--- src/rtl/dmem_arbiter.sv ---
// Two-master data-memory arbiter: CPU and an external master share one port.
// Round-robin on contention, with a bounded EXT burst lock.
module dmem_arbiter #(
    parameter int LOCK_MAX = 8
) (
    input  logic        clk,
    input  logic        reset,
    input  logic        cpu_req,
    input  logic        cpu_we,
    input  logic [31:0] cpu_addr,
    input  logic [31:0] cpu_wdata,
    input  logic [2:0]  cpu_store_type,
    input  logic [2:0]  cpu_load_type,
    output logic        cpu_gnt,
    output logic        cpu_rvalid,
    output logic [31:0] cpu_rdata,
    input  logic        ext_req,
    input  logic        ext_we,
    input  logic        ext_lock,
    input  logic [31:0] ext_addr,
    input  logic [31:0] ext_wdata,
    input  logic [2:0]  ext_store_type,
    input  logic [2:0]  ext_load_type,
    output logic        ext_gnt,
    output logic        ext_rvalid,
    output logic [31:0] ext_rdata,
    output logic        d_wr_en,
    output logic [31:0] dAddr,
    output logic [31:0] dWdata,
    output logic [2:0]  store_type,
    output logic [2:0]  load_type,
    input  logic [31:0] dRdata
);
    localparam int CW = $clog2(LOCK_MAX + 1);
    localparam logic [CW-1:0] LMAX = CW'(LOCK_MAX);

    typedef enum logic [1:0] {IDLE, OWN_CPU, OWN_EXT} state_e;

    state_e        state_q, state_d;
    logic          last_ext_q, last_ext_d;
    logic [CW-1:0] lock_cnt_q, lock_cnt_d;
    logic          ld_q, ld_d;
    logic [31:0]   cpu_rdata_q, cpu_rdata_d;
    logic [31:0]   ext_rdata_q, ext_rdata_d;
    logic          owner_we;
    logic          lock_win;

    always_ff @(posedge clk or negedge reset) begin
        if (!reset) begin
            state_q     <= IDLE;
            last_ext_q  <= 1'b1;
            lock_cnt_q  <= '0;
            ld_q        <= 1'b0;
            cpu_rdata_q <= '0;
            ext_rdata_q <= '0;
        end else begin
            state_q     <= state_d;
            last_ext_q  <= last_ext_d;
            lock_cnt_q  <= lock_cnt_d;
            ld_q        <= ld_d;
            cpu_rdata_q <= cpu_rdata_d;
            ext_rdata_q <= ext_rdata_d;
        end
    end

    // state_d is the owner of the current cycle; reset low forces IDLE.
    assign lock_win = last_ext_q & ext_lock & ext_req & (lock_cnt_q < LMAX);

    always_comb begin
        state_d = IDLE;
        if (!reset)
            state_d = IDLE;
        else if (lock_win)
            state_d = OWN_EXT;
        else if (cpu_req && ext_req)
            state_d = last_ext_q ? OWN_CPU : OWN_EXT;
        else if (cpu_req)
            state_d = OWN_CPU;
        else if (ext_req)
            state_d = OWN_EXT;
    end

    always_comb begin
        cpu_gnt    = 1'b0;
        ext_gnt    = 1'b0;
        owner_we   = 1'b0;
        dAddr      = '0;
        dWdata     = '0;
        store_type = '0;
        load_type  = '0;
        case (state_d)
            OWN_CPU: begin
                cpu_gnt    = 1'b1;
                owner_we   = cpu_we;
                dAddr      = cpu_addr;
                dWdata     = cpu_wdata;
                store_type = cpu_store_type;
                load_type  = cpu_load_type;
            end
            OWN_EXT: begin
                ext_gnt    = 1'b1;
                owner_we   = ext_we;
                dAddr      = ext_addr;
                dWdata     = ext_wdata;
                store_type = ext_store_type;
                load_type  = ext_load_type;
            end
            default: ;
        endcase
        d_wr_en = owner_we & (cpu_gnt | ext_gnt);

        last_ext_d = last_ext_q;
        if (state_d != IDLE)
            last_ext_d = (state_d == OWN_EXT);

        lock_cnt_d = '0;
        if (state_d == OWN_EXT && ext_lock)
            lock_cnt_d = (lock_cnt_q == LMAX) ? LMAX : lock_cnt_q + CW'(1);

        ld_d        = (state_d != IDLE) & ~owner_we;
        cpu_rdata_d = (cpu_gnt & ~cpu_we) ? dRdata : cpu_rdata_q;
        ext_rdata_d = (ext_gnt & ~ext_we) ? dRdata : ext_rdata_q;
    end

    assign cpu_rvalid = (state_q == OWN_CPU) & ld_q;
    assign ext_rvalid = (state_q == OWN_EXT) & ld_q;
    assign cpu_rdata  = cpu_rdata_q;
    assign ext_rdata  = ext_rdata_q;
endmodule

--- config.mk ---
export PLATFORM = sky130hd
export DESIGN_NAME = dmem_arbiter
export DESIGN_NICKNAME = d
export VERILOG_FILES = /design/src/rtl/dmem_arbiter.sv
export SDC_FILE = /design/constraint.sdc
export NUM_CORES = 1
export LEC_CHECK = 0
export ABC_CLOCK_PERIOD_IN_PS = 2900
export CORE_AREA = 4 4 121 123
export DETAILED_ROUTE_END_ITERATION = 6
export DIE_AREA = 0 0 125 127
export HOLD_SLACK_MARGIN = 0.06
export PLACE_DENSITY = 0.73
export REMOVE_ABC_BUFFERS = 1
export SETUP_SLACK_MARGIN = 0.15
export SYNTH_ARGS = -nofsm -noshare
export SYNTH_HDL_FRONTEND = slang
export SYNTH_SLANG_ARGS = --single-unit
export TNS_END_PERCENT = 100
--- constraint.sdc ---
create_clock -name clk -period 2.9 [get_ports clk]
set_clock_uncertainty 0.15 [all_clocks]
set_input_delay 0.29 -clock clk [delete_from_list [all_inputs] [get_ports clk]]
set_output_delay 0.29 -clock clk [all_outputs]
set_load 0.005 [all_outputs]
==> results.ini <==
[synthesis]
seq_area_frac_synth_pct=44.6
post_synth_xor_area_fraction_pct=0.217
syn_area_per_cell_um2=11.8
synth-simple-area-share_pct=13.2
ys_seq_elements=72
synth-warning-count=0
yosysUniqueCellTypes=28
synthMuxAreaShare_pct=20.9
syn-cell-area_um2=4040
synthAdderAreaFrac_pct=1.86
postSynthCellCount=343
combinational_family_with_the_most_area_after_synthesis=multiplexers
synth_compound_area_share_pct=14.2

[global_route]
via_count_of_the_first_global_routing_pass=4433
globalRouteTotalUtil_pct=19.6
grt_remaining_overflow=0
grt_first_pass_wirelength_um=24500
grt_start_max_net_pins=73
antenna_found_initial=4

[sta]
period_needed_ns=2.75
slew_at_the_pin_closest_to_its_max_slew_limit_ns=0.908
finalHoldWorstSlack_ns=0.0957
maxClockFrequency_ghz=0.363
final.period_utilization_pct=94.9
hold_viol=0
relSlewSlack_pct=39.5
setup_viol=0
maxSlewViolCount=0
rsz0062_at_grt=true
final_critical_path_setup_slack_ns=0.149

[cells_and_area]
finish.net_count=876
layout.core_utilization_pct=61.7
n_fill_cell=1121
final_common_cell=clkdlybuf4s50_1
final_cells=878
drive_above_1_share_pct=34.8
layout.cells.most_common_list=243 x clkdlybuf4s50_1, 71 x dfrtp_1, 69 x nor2b_1
sequential_cell_area_um2=1800
area_used_by_multi_input_combinational_logic_um2=2310
layout_stage_area_growth_over_the_synthesis_result_pct=109

[setup_path]
worst_ep_required_time_ns=2.46
crit_type=reg -> out
cp-end-kind=primary output
rr_endpoint=cpu_rdata[0]
worstSetupStartpointType=register
r2r_start=last_ext_q
worst_ep_arrival_time_ns=2.31
worst_path_fanout_max=6
r2r.worst_path.cells=12
r2r_setup_slack_ns=0.27

[run]
maxCapViolCount=0

[placement]
finalWeightedCongestion=0.841
pre_cts_slack_ns=-0.220
dpl.cell_count=825
dp_hpwl_um=12400
io_buffer_count=317

[floorplan]
row_count=43
start_util_pct=29.6
die_h_um=127
pin_count=318
core_region_area_um2=13700
floorplan.die_area_um2=15900
die_w_um=125

[power]
power_density_nw_per_um2=480
total_power_mw=4.04
vdd.ir_drop.worst_mv=0.258
power.static_leakage_nw=3.45

[clock_tree]
cts-htree-levels=3
clock_sinks=72
path_clk_slew_ns=0.06
tritoncts.num_buffers=9
clock_latency_ns=0.32
cts_hold_buffers=0
clock-root-buffer=clkbuf_16
cts_tree=done
clk_path_buf_depth=2

[hold_path]
hold_path.class=in -> async

[route]
drt-pass1-iter-count=4
routed-via-count=4209
vias_per_cell=4.79
drt-initial-drc-count=168
postRouteAntennaNets=0
wire_length_after_detailed_routing_um=17800
detail_route.wl_per_cell_um=20.2
drc=0

[status]
run_status=completed

[worst max-delay path by stage]
stage | startpoint | endpoint | slack (ns) | cells after the start
finish | last_ext_q | dAddr[7] | 0.15 | 12
global placement | ext_lock | load_type[2] | -0.22 | 10
global route | last_ext_q | dAddr[7] | 0.004 | 12
CTS | last_ext_q | dAddr[22] | 0.07 | 11
detailed placement | ext_lock | load_type[2] | -0.22 | 10
floorplan | last_ext_q | cpu_rdata[0] | -1.06 | 5
[layout make-up]
cell class	count	area share, %
multi-input cells	236	27.5
flip-flops and latches	72	21.4
well taps	180	2.67
repair buffers	368	44.4
inverters	4	0.178
clock inverters	7	1.22
clock buffers	9	2.67
diodes	2	0.0594
[cell usage after synthesis]
master,instances,area [um2]
a22oi_1,71,533
o211ai_1,1,7.51
clkbuf_2,1,5.00
ha_1,6,75.1
nor2b_1,71,444
mux2_1,2,22.5
nor3_1,1,5.00
nand3_1,1,5.00
nor2b_4,1,13.8
nor2_1,4,15.0
dfstp_2,1,26.3
and3b_1,1,8.76
mux2_4,30,450
a21oi_1,2,10.0
clkbuf_1,15,56.3
a21o_1,1,7.51
xor2_1,1,8.76
o21ai_0,1,5.00
o211a_1,1,10.0
buf_6,8,90.1
and3_1,1,6.26
nand2_1,4,15.0
nand2b_1,2,12.5
inv_1,4,15.0
dfrtp_1,71,1780
nand3b_1,1,7.51
buf_2,7,35.0
mux2_2,33,372
[through the flow]
step	TNS [ns]	area, um2
2_1_floorplan	-42.59	3850
3_3_place_gp	-8.47	7430
3_5_place_dp	-7.65	7430
4_1_cts	0	8030
5_1_grt	0	8430
6_report	0	8430
[flip-flops by register name, summed over array words and instances (netlist names)]
register	count
cpu_rdata	32
ext_rdata	32
last_ext_q	1
ld_q	1
lock_cnt_q	4
state_q	2
[report_power, final]
group	internal [mW]	total, mW	switching, mW
Sequential	1.23	1.36	0.124
Combinational	1.04	1.49	0.452
Clock	0.763	1.20	0.434
Total	3.03	4.04	1.01
[repair_timing]
action,CTS,global route
setup endpoints to repair,73,102
pin swaps,6,27
setup buffers,11,9
gates cloned,8,7
resized for setup,240,81
[cells by family (layout without fill, tap and decap cells)]
kind of cell,count (synthesis),count (layout)
AOI/OAI and AO/OA,77,77
xor gates and xnor gates,1,1
adders and majority gates,6,6
buffers and inverters,35,388
DFF,72,72
muxes,65,65
other,0,2
and+or+nand+nor,87,87
[worst max-delay path, cell delays in order, from the launching register on]
cell and delay (ns):
dfstp_2 0.55, o21ai_2 0.06, buf_6 0.12, o211ai_1 0.15, buf_4 0.15, ha_4 0.20
buf_8 0.12, buf_6 0.09, buf_12 0.10, buf_16 0.12, a22oi_2 0.05, nor2b_1 0.13
buf_2 0.14
[layer usage]
metal	global-route usage (%)	vias to the layer above	part of all wire (%)
met1	21.0	2038	37
li1	-	1939	-
met5	0	-	0.14
met4	9.89	4	3.9
met3	5.73	37	6.5
met2	35.2	191	53
(Power assumes the default switching activity.)
